$ cat src/rtl/regfile_access_ctrl.sv
// Access sequencer for the single-port 8x8 register file: arbitrates decode reads
// against execute/load writebacks and splits 16-bit writes. Option: REGFILE_PAIR_CHECK_EN.
module regfile_access_ctrl #(
  parameter int unsigned STARVE_LIMIT = 4,
  parameter int unsigned CNT_W        = 3
) (
  input  logic        clk,
  input  logic        reset,
  input  logic        rd_req,
  input  logic [2:0]  rd_rs1_addr,
  input  logic [2:0]  rd_rs2_addr,
  output logic        rd_gnt,
  output logic        rd_vld,
  output logic [7:0]  rd_rs1_q,
  output logic [7:0]  rd_rs2_q,
  input  logic        wb_req,
  input  logic [2:0]  wb_addr,
  input  logic [15:0] wb_data,
  input  logic        wb_len,
  output logic        wb_gnt,
  input  logic        ld_req,
  input  logic [2:0]  ld_addr,
  input  logic [15:0] ld_data,
  input  logic        ld_len,
  output logic        ld_gnt,
  output logic [2:0]  rf_rs1_addr,
  output logic [2:0]  rf_rs2_addr,
  output logic [2:0]  rf_rd_addr,
  output logic [7:0]  rf_rd_data,
  output logic        rf_r_w,
  input  logic [7:0]  rf_rs1_data,
  input  logic [7:0]  rf_rs2_data,
  output logic        busy,
  output logic        err
);
  localparam int unsigned AW = 3;
  localparam int unsigned DW = 8;

  typedef enum logic {IDLE, WR_LO} state_t;

  state_t          state_q, state_d;
  logic [CNT_W-1:0] cnt_q, cnt_d;
  logic            rr_ld_q, rr_ld_d;
  logic [AW-1:0]   lo_addr_q, lo_addr_d;
  logic [DW-1:0]   lo_data_q, lo_data_d;

  logic            rd_gnt_d, wb_gnt_d, ld_gnt_d, rd_vld_d, busy_d, err_d, rf_r_w_d;
  logic [DW-1:0]   rd_rs1_d, rd_rs2_d, rf_rd_data_d;
  logic [AW-1:0]   rf_rs1_addr_d, rf_rs2_addr_d, rf_rd_addr_d;

  logic            wr_pend, sel_ld, starved, pair_bad, w_len;
  logic [AW-1:0]   w_addr;
  logic [15:0]     w_data;

  // Write-side winner: round-robin only matters when both writers are pending.
  assign wr_pend = wb_req | ld_req;
  assign sel_ld  = ld_req & (~wb_req | rr_ld_q);
  assign w_addr  = sel_ld ? ld_addr : wb_addr;
  assign w_data  = sel_ld ? ld_data : wb_data;
  assign w_len   = sel_ld ? ld_len  : wb_len;
  assign starved = wr_pend & (cnt_q == CNT_W'(STARVE_LIMIT));

`ifdef REGFILE_PAIR_CHECK_EN
  assign pair_bad = w_len & (w_addr == AW'(7));
`else
  assign pair_bad = 1'b0;
`endif

  always_comb begin
    state_d       = state_q;
    cnt_d         = cnt_q;
    rr_ld_d       = rr_ld_q;
    lo_addr_d     = lo_addr_q;
    lo_data_d     = lo_data_q;
    rd_gnt_d      = 1'b0;
    wb_gnt_d      = 1'b0;
    ld_gnt_d      = 1'b0;
    busy_d        = 1'b0;
    err_d         = err;
    rf_r_w_d      = 1'b1;
    rf_rs1_addr_d = rf_rs1_addr;
    rf_rs2_addr_d = rf_rs2_addr;
    rf_rd_addr_d  = rf_rd_addr;
    rf_rd_data_d  = rf_rd_data;
    rd_vld_d      = rd_gnt;
    rd_rs1_d      = rd_gnt ? rf_rs1_data : rd_rs1_q;
    rd_rs2_d      = rd_gnt ? rf_rs2_data : rd_rs2_q;

    case (state_q)
      IDLE: begin
        if (wr_pend && (starved || !rd_req)) begin
          cnt_d    = '0;
          rr_ld_d  = ~sel_ld;
          wb_gnt_d = ~sel_ld;
          ld_gnt_d = sel_ld;
          err_d    = err | pair_bad;
          if (!pair_bad) begin
            rf_r_w_d     = 1'b0;
            rf_rd_addr_d = w_addr;
            if (w_len) begin
              rf_rd_data_d = w_data[15:8];
              lo_addr_d    = AW'(w_addr + AW'(1));
              lo_data_d    = w_data[7:0];
              busy_d       = 1'b1;
              state_d      = WR_LO;
            end else begin
              rf_rd_data_d = w_data[7:0];
            end
          end
        end else if (rd_req) begin
          rd_gnt_d      = 1'b1;
          rf_rs1_addr_d = rd_rs1_addr;
          rf_rs2_addr_d = rd_rs2_addr;
          if (!wr_pend)
            cnt_d = '0;
          else if (cnt_q != CNT_W'(STARVE_LIMIT))
            cnt_d = CNT_W'(cnt_q + CNT_W'(1));
        end else begin
          cnt_d = '0;
        end
      end
      WR_LO: begin
        // Second byte of a pair; requesters keep waiting.
        rf_r_w_d     = 1'b0;
        rf_rd_addr_d = lo_addr_q;
        rf_rd_data_d = lo_data_q;
        busy_d       = 1'b1;
        state_d      = IDLE;
        if (!wr_pend) cnt_d = '0;
      end
      default: state_d = IDLE;
    endcase
  end

  always_ff @(posedge clk) begin
    if (!reset) begin
      state_q     <= IDLE;
      cnt_q       <= '0;
      rr_ld_q     <= 1'b0;
      lo_addr_q   <= '0;
      lo_data_q   <= '0;
      rd_gnt      <= 1'b0;
      wb_gnt      <= 1'b0;
      ld_gnt      <= 1'b0;
      rd_vld      <= 1'b0;
      rd_rs1_q    <= '0;
      rd_rs2_q    <= '0;
      busy        <= 1'b0;
      err         <= 1'b0;
      rf_r_w      <= 1'b1;
      rf_rs1_addr <= '0;
      rf_rs2_addr <= '0;
      rf_rd_addr  <= '0;
      rf_rd_data  <= '0;
    end else begin
      state_q     <= state_d;
      cnt_q       <= cnt_d;
      rr_ld_q     <= rr_ld_d;
      lo_addr_q   <= lo_addr_d;
      lo_data_q   <= lo_data_d;
      rd_gnt      <= rd_gnt_d;
      wb_gnt      <= wb_gnt_d;
      ld_gnt      <= ld_gnt_d;
      rd_vld      <= rd_vld_d;
      rd_rs1_q    <= rd_rs1_d;
      rd_rs2_q    <= rd_rs2_d;
      busy        <= busy_d;
      err         <= err_d;
      rf_r_w      <= rf_r_w_d;
      rf_rs1_addr <= rf_rs1_addr_d;
      rf_rs2_addr <= rf_rs2_addr_d;
      rf_rd_addr  <= rf_rd_addr_d;
      rf_rd_data  <= rf_rd_data_d;
    end
  end

endmodule

$ cat config.mk
export PLATFORM = sky130hd
export DESIGN_NAME = regfile_access_ctrl
export DESIGN_NICKNAME = d
export VERILOG_FILES = /design/src/rtl/regfile_access_ctrl.sv
export SDC_FILE = /design/constraint.sdc
export NUM_CORES = 1
export LEC_CHECK = 0
export CAP_MARGIN = 20
export CORE_MARGIN = 4
export CORE_UTILIZATION = 50
export CTS_BUF_LIST = sky130_fd_sc_hd__clkbuf_16
export DETAILED_ROUTE_END_ITERATION = 8
export DONT_BUFFER_PORTS = 1
export PLACE_DENSITY_LB_ADDON = 0.2
export SETUP_SLACK_MARGIN = 0.5
export SLEW_MARGIN = 0
export SYNTH_ARGS = -nofsm -noshare
export SYNTH_HDL_FRONTEND = slang
export SYNTH_SLANG_ARGS = --single-unit
$ cat constraint.sdc
create_clock -name clk -period 2.35 [get_ports clk]
set_clock_uncertainty 0.15 [all_clocks]
set_input_delay 0.705 -clock clk [delete_from_list [all_inputs] [get_ports clk]]
set_output_delay 0.705 -clock clk [all_outputs]
set_load 0.03 [all_outputs]
==> qor.txt <==
Outcome: finished clean
#FFs+latches synth: 55
CTS tree: built
Hold Path Class: register to register
FF-to-FF Start: rr_ld_q$_SDFFE_PN0P_
Max Clk Rate: 549 MHz
Synth Area in Simple Gates: 0.169
Wirelength per Cell: 17.5 um
Antenna-violating nets left: 0
Worst Max-Slew Pin Slew: 520 ps
Syn_nets: 382
Top_reg_cell synth: dfxtp_1
Synth unique cells: 40
Die W: 81.7 um
Critical path startpoint category: input pin
Rel. slew slack: 0.653
Slew Viols, Final: 0
Largest fanout on the critical path: 5
DRC: 0
DP HPWL: 4920 um
H-tree levels: 2
WHS: 309 ps
Largest family of logic cells by synthesized area: compound AO/OA/AOI/OAI gates
# Max-Cap Violations: 0
Gr usage total: 0.196
Crit share post-route: 0.776
Total power: 2.11 mW
Filler Cell Count: 484
Port Buf Inserts: 0
Vias per inst: 5.85
Clock Sinks: 55
CP arrival: 1890 ps
Mapped Area: 2720 sq um
Share of cells above drive strength 1: 0.132
Post-synthesis adder-cell area fraction: 0.0138
Mapped Cells: 312
Crit end category: register
Gr ovfl total: 0
Initial Util: 0.525
Worst Hold Launch: lo_data_q[1]$_SDFFE_PN0P_
Rows: 26
Clk buf depth: 2
Compound-gate portion of the synthesized area: 0.193
Period minus WS final: 1820 ps
Seq/Total Area, Yosys: 0.405
Core ar.: 5170 sq um
NumNets Final: 373
Fin Setup TNS: 0 ps
Pwr dens: 722 nW/um^2
Largest net degree at the start of global routing: 37
Number of flops mapped to enable cells by yosys: 0
XOR/XNOR share of the synthesized area: 0
TritonRoute pass-1 iters: 4
Die Ht: 81.7 um
Synth Warn #: 0
Unrepaired setup endpoints after global routing: true
Final instance area: 2930 sq um
Root Buffer Master: clkbuf_16
Avg Cell Area, Syn: 8.71 sq um
Placed Instances: 364
Leakage: 1.16 nW
P&R area growth vs syn: 7.78%
Final setup fails: 0
Mux cell area share after synthesis: 0.158
Crit path kind: input pin to register
Initial antenna violation count: 0
Register clock-pin slew on the reported worst setup and hold paths: 70 ps
RePlAce Congestion: 0.883
Iter 0 DRT Violations: 126
Ports: 107
Post-route insts no fill: 374
DP Area: 2760 sq um
First-pass GRT wire length: 9940 um
# diodes: 0
Worst endpoint required time: 2410 ps
Vias in the first global route: 2017
Final WL: 6540 um
CP Launch Point: wb_req
Die ar.: 6680 sq um
Detailed-route via count: 2187
Async SR Flop Fraction: 0
VDD IR-drop max: 281 uV
Hold buffer count at CTS: 0
CTS buffer count: 5
Clk_lat worst skew: 290 ps
Final hold vios: 0
Yosys cell counts, types with 2 or more instances:
| cell | number | area (sq um) |
|---|---|---|
| buf_1 | 2 | 7.51 |
| nand2_1 | 24 | 90.1 |
| a211o_1 | 3 | 26.3 |
| mux2i_1 | 34 | 340 |
| a21boi_0 | 8 | 60.1 |
| nor2_2 | 3 | 18.8 |
| ha_1 | 3 | 37.5 |
| dfxtp_1 | 55 | 1100 |
| buf_2 | 7 | 35.0 |
| buf_4 | 2 | 15.0 |
| o2bb2ai_1 | 3 | 26.3 |
| and2_1 | 2 | 12.5 |
| buf_6 | 3 | 33.8 |
| inv_1 | 5 | 18.8 |
| and3_1 | 10 | 62.6 |
| nand3_1 | 18 | 90.1 |
| a211oi_1 | 5 | 37.5 |
| nor2b_1 | 2 | 12.5 |
| o21ai_0 | 24 | 120 |
| nand2b_1 | 5 | 31.3 |
| nor2_1 | 25 | 93.8 |
| clkbuf_1 | 10 | 37.5 |
| a21oi_1 | 25 | 125 |
| o211ai_1 | 10 | 75.1 |
| clkbuf_2 | 2 | 10.0 |
| mux2_2 | 8 | 90.1 |
repair_timing:
action,in CTS,in global routing
setup endpoints to repair,1,13
gates resized for setup,1,2
pin swaps,0,2
buffers inserted,0,2
path summary, 6_finish.rpt:
check	end	slack, ps	depth (start not counted)
worst min-delay path	lo_data_q[1]$_SDFFE_PN0P_	310	2
worst min register to register	lo_data_q[1]$_SDFFE_PN0P_	310	2
worst max register to register	lo_addr_q[2]$_SDFFE_PN0P_	560	9
worst max-delay path	lo_addr_q[2]$_SDFFE_PN0P_	530	8
metal layers:
metal  vias to the layer above  share of wire  track usage
met5                         -              0            0
met4                         0          0.013       0.0631
met3                         6          0.094       0.0669
met2                       102           0.47        0.311
met1                      1005           0.43        0.249
li1                       1074              -            -
layout make-up:
class | count | area, sq um | area share
clock inverters | 3 | 23.8 | 0.00812
inverters | 6 | 22.5 | 0.00769
repair buffers | 10 | 75.1 | 0.0256
well taps | 70 | 87.6 | 0.0299
clock buffers | 5 | 125 | 0.0427
flip-flops and latches | 55 | 1100 | 0.376
multi-input cells | 225 | 1490 | 0.510
power by group:
group | switching [mW] | internal (mW) | leakage, nW
Clock | 0.340 | 0.401 | 0.0717
Sequential | 0.117 | 0.987 | 0.450
Combinational | 0.141 | 0.127 | 0.636
Total | 0.598 | 1.52 | 1.16
registers in the layout (all words and copies together) (netlist names), 8 cells and up:
name	count
rd_rs1_q	8
lo_data_q	8
rd_rs2_q	8
rf_rd_data	8
cells in the final DEF (no fill, tap or decap), drive strengths merged, types with 3 or more instances in the layout:
cell type,count
and3,11
o21ai,26
a211o,3
nand2b,5
mux2,8
ha,3
nand2,24
nor2,28
buf,10
mux2i,34
a211oi,5
a21oi,25
dfxtp,55
inv,6
o2bb2ai,3
o211ai,10
clkbuf,5
nand3,18
a21boi,10
cells by family (layout without fill, tap and decap cells):
logic type / count (synthesis) / in the layout
buffers and inverters: 32 / 24
muxes: 42 / 42
AOI/OAI and AO/OA: 84 / 84
other: 1 / 1
and+or+nand+nor: 95 / 95
DFF: 55 / 55
adders and majority gates: 3 / 3
per-stage QoR:
stage               utilization  setup slack [ps]
global placement          0.533               225
floorplan                     -               206
detailed placement        0.533               189
global route              0.566               408
finish                    0.566               527
CTS                       0.562               503
worst max-delay path, stage by stage:
cell and delay [ps]:
nor2b_2 150, o21ai_1 160, nand2_1 80, ha_2 200
nand2b_4 140, a211oi_2 210, nor2_1 70, o211ai_1 160
Note: power is estimated with default switching activity, not from simulation.
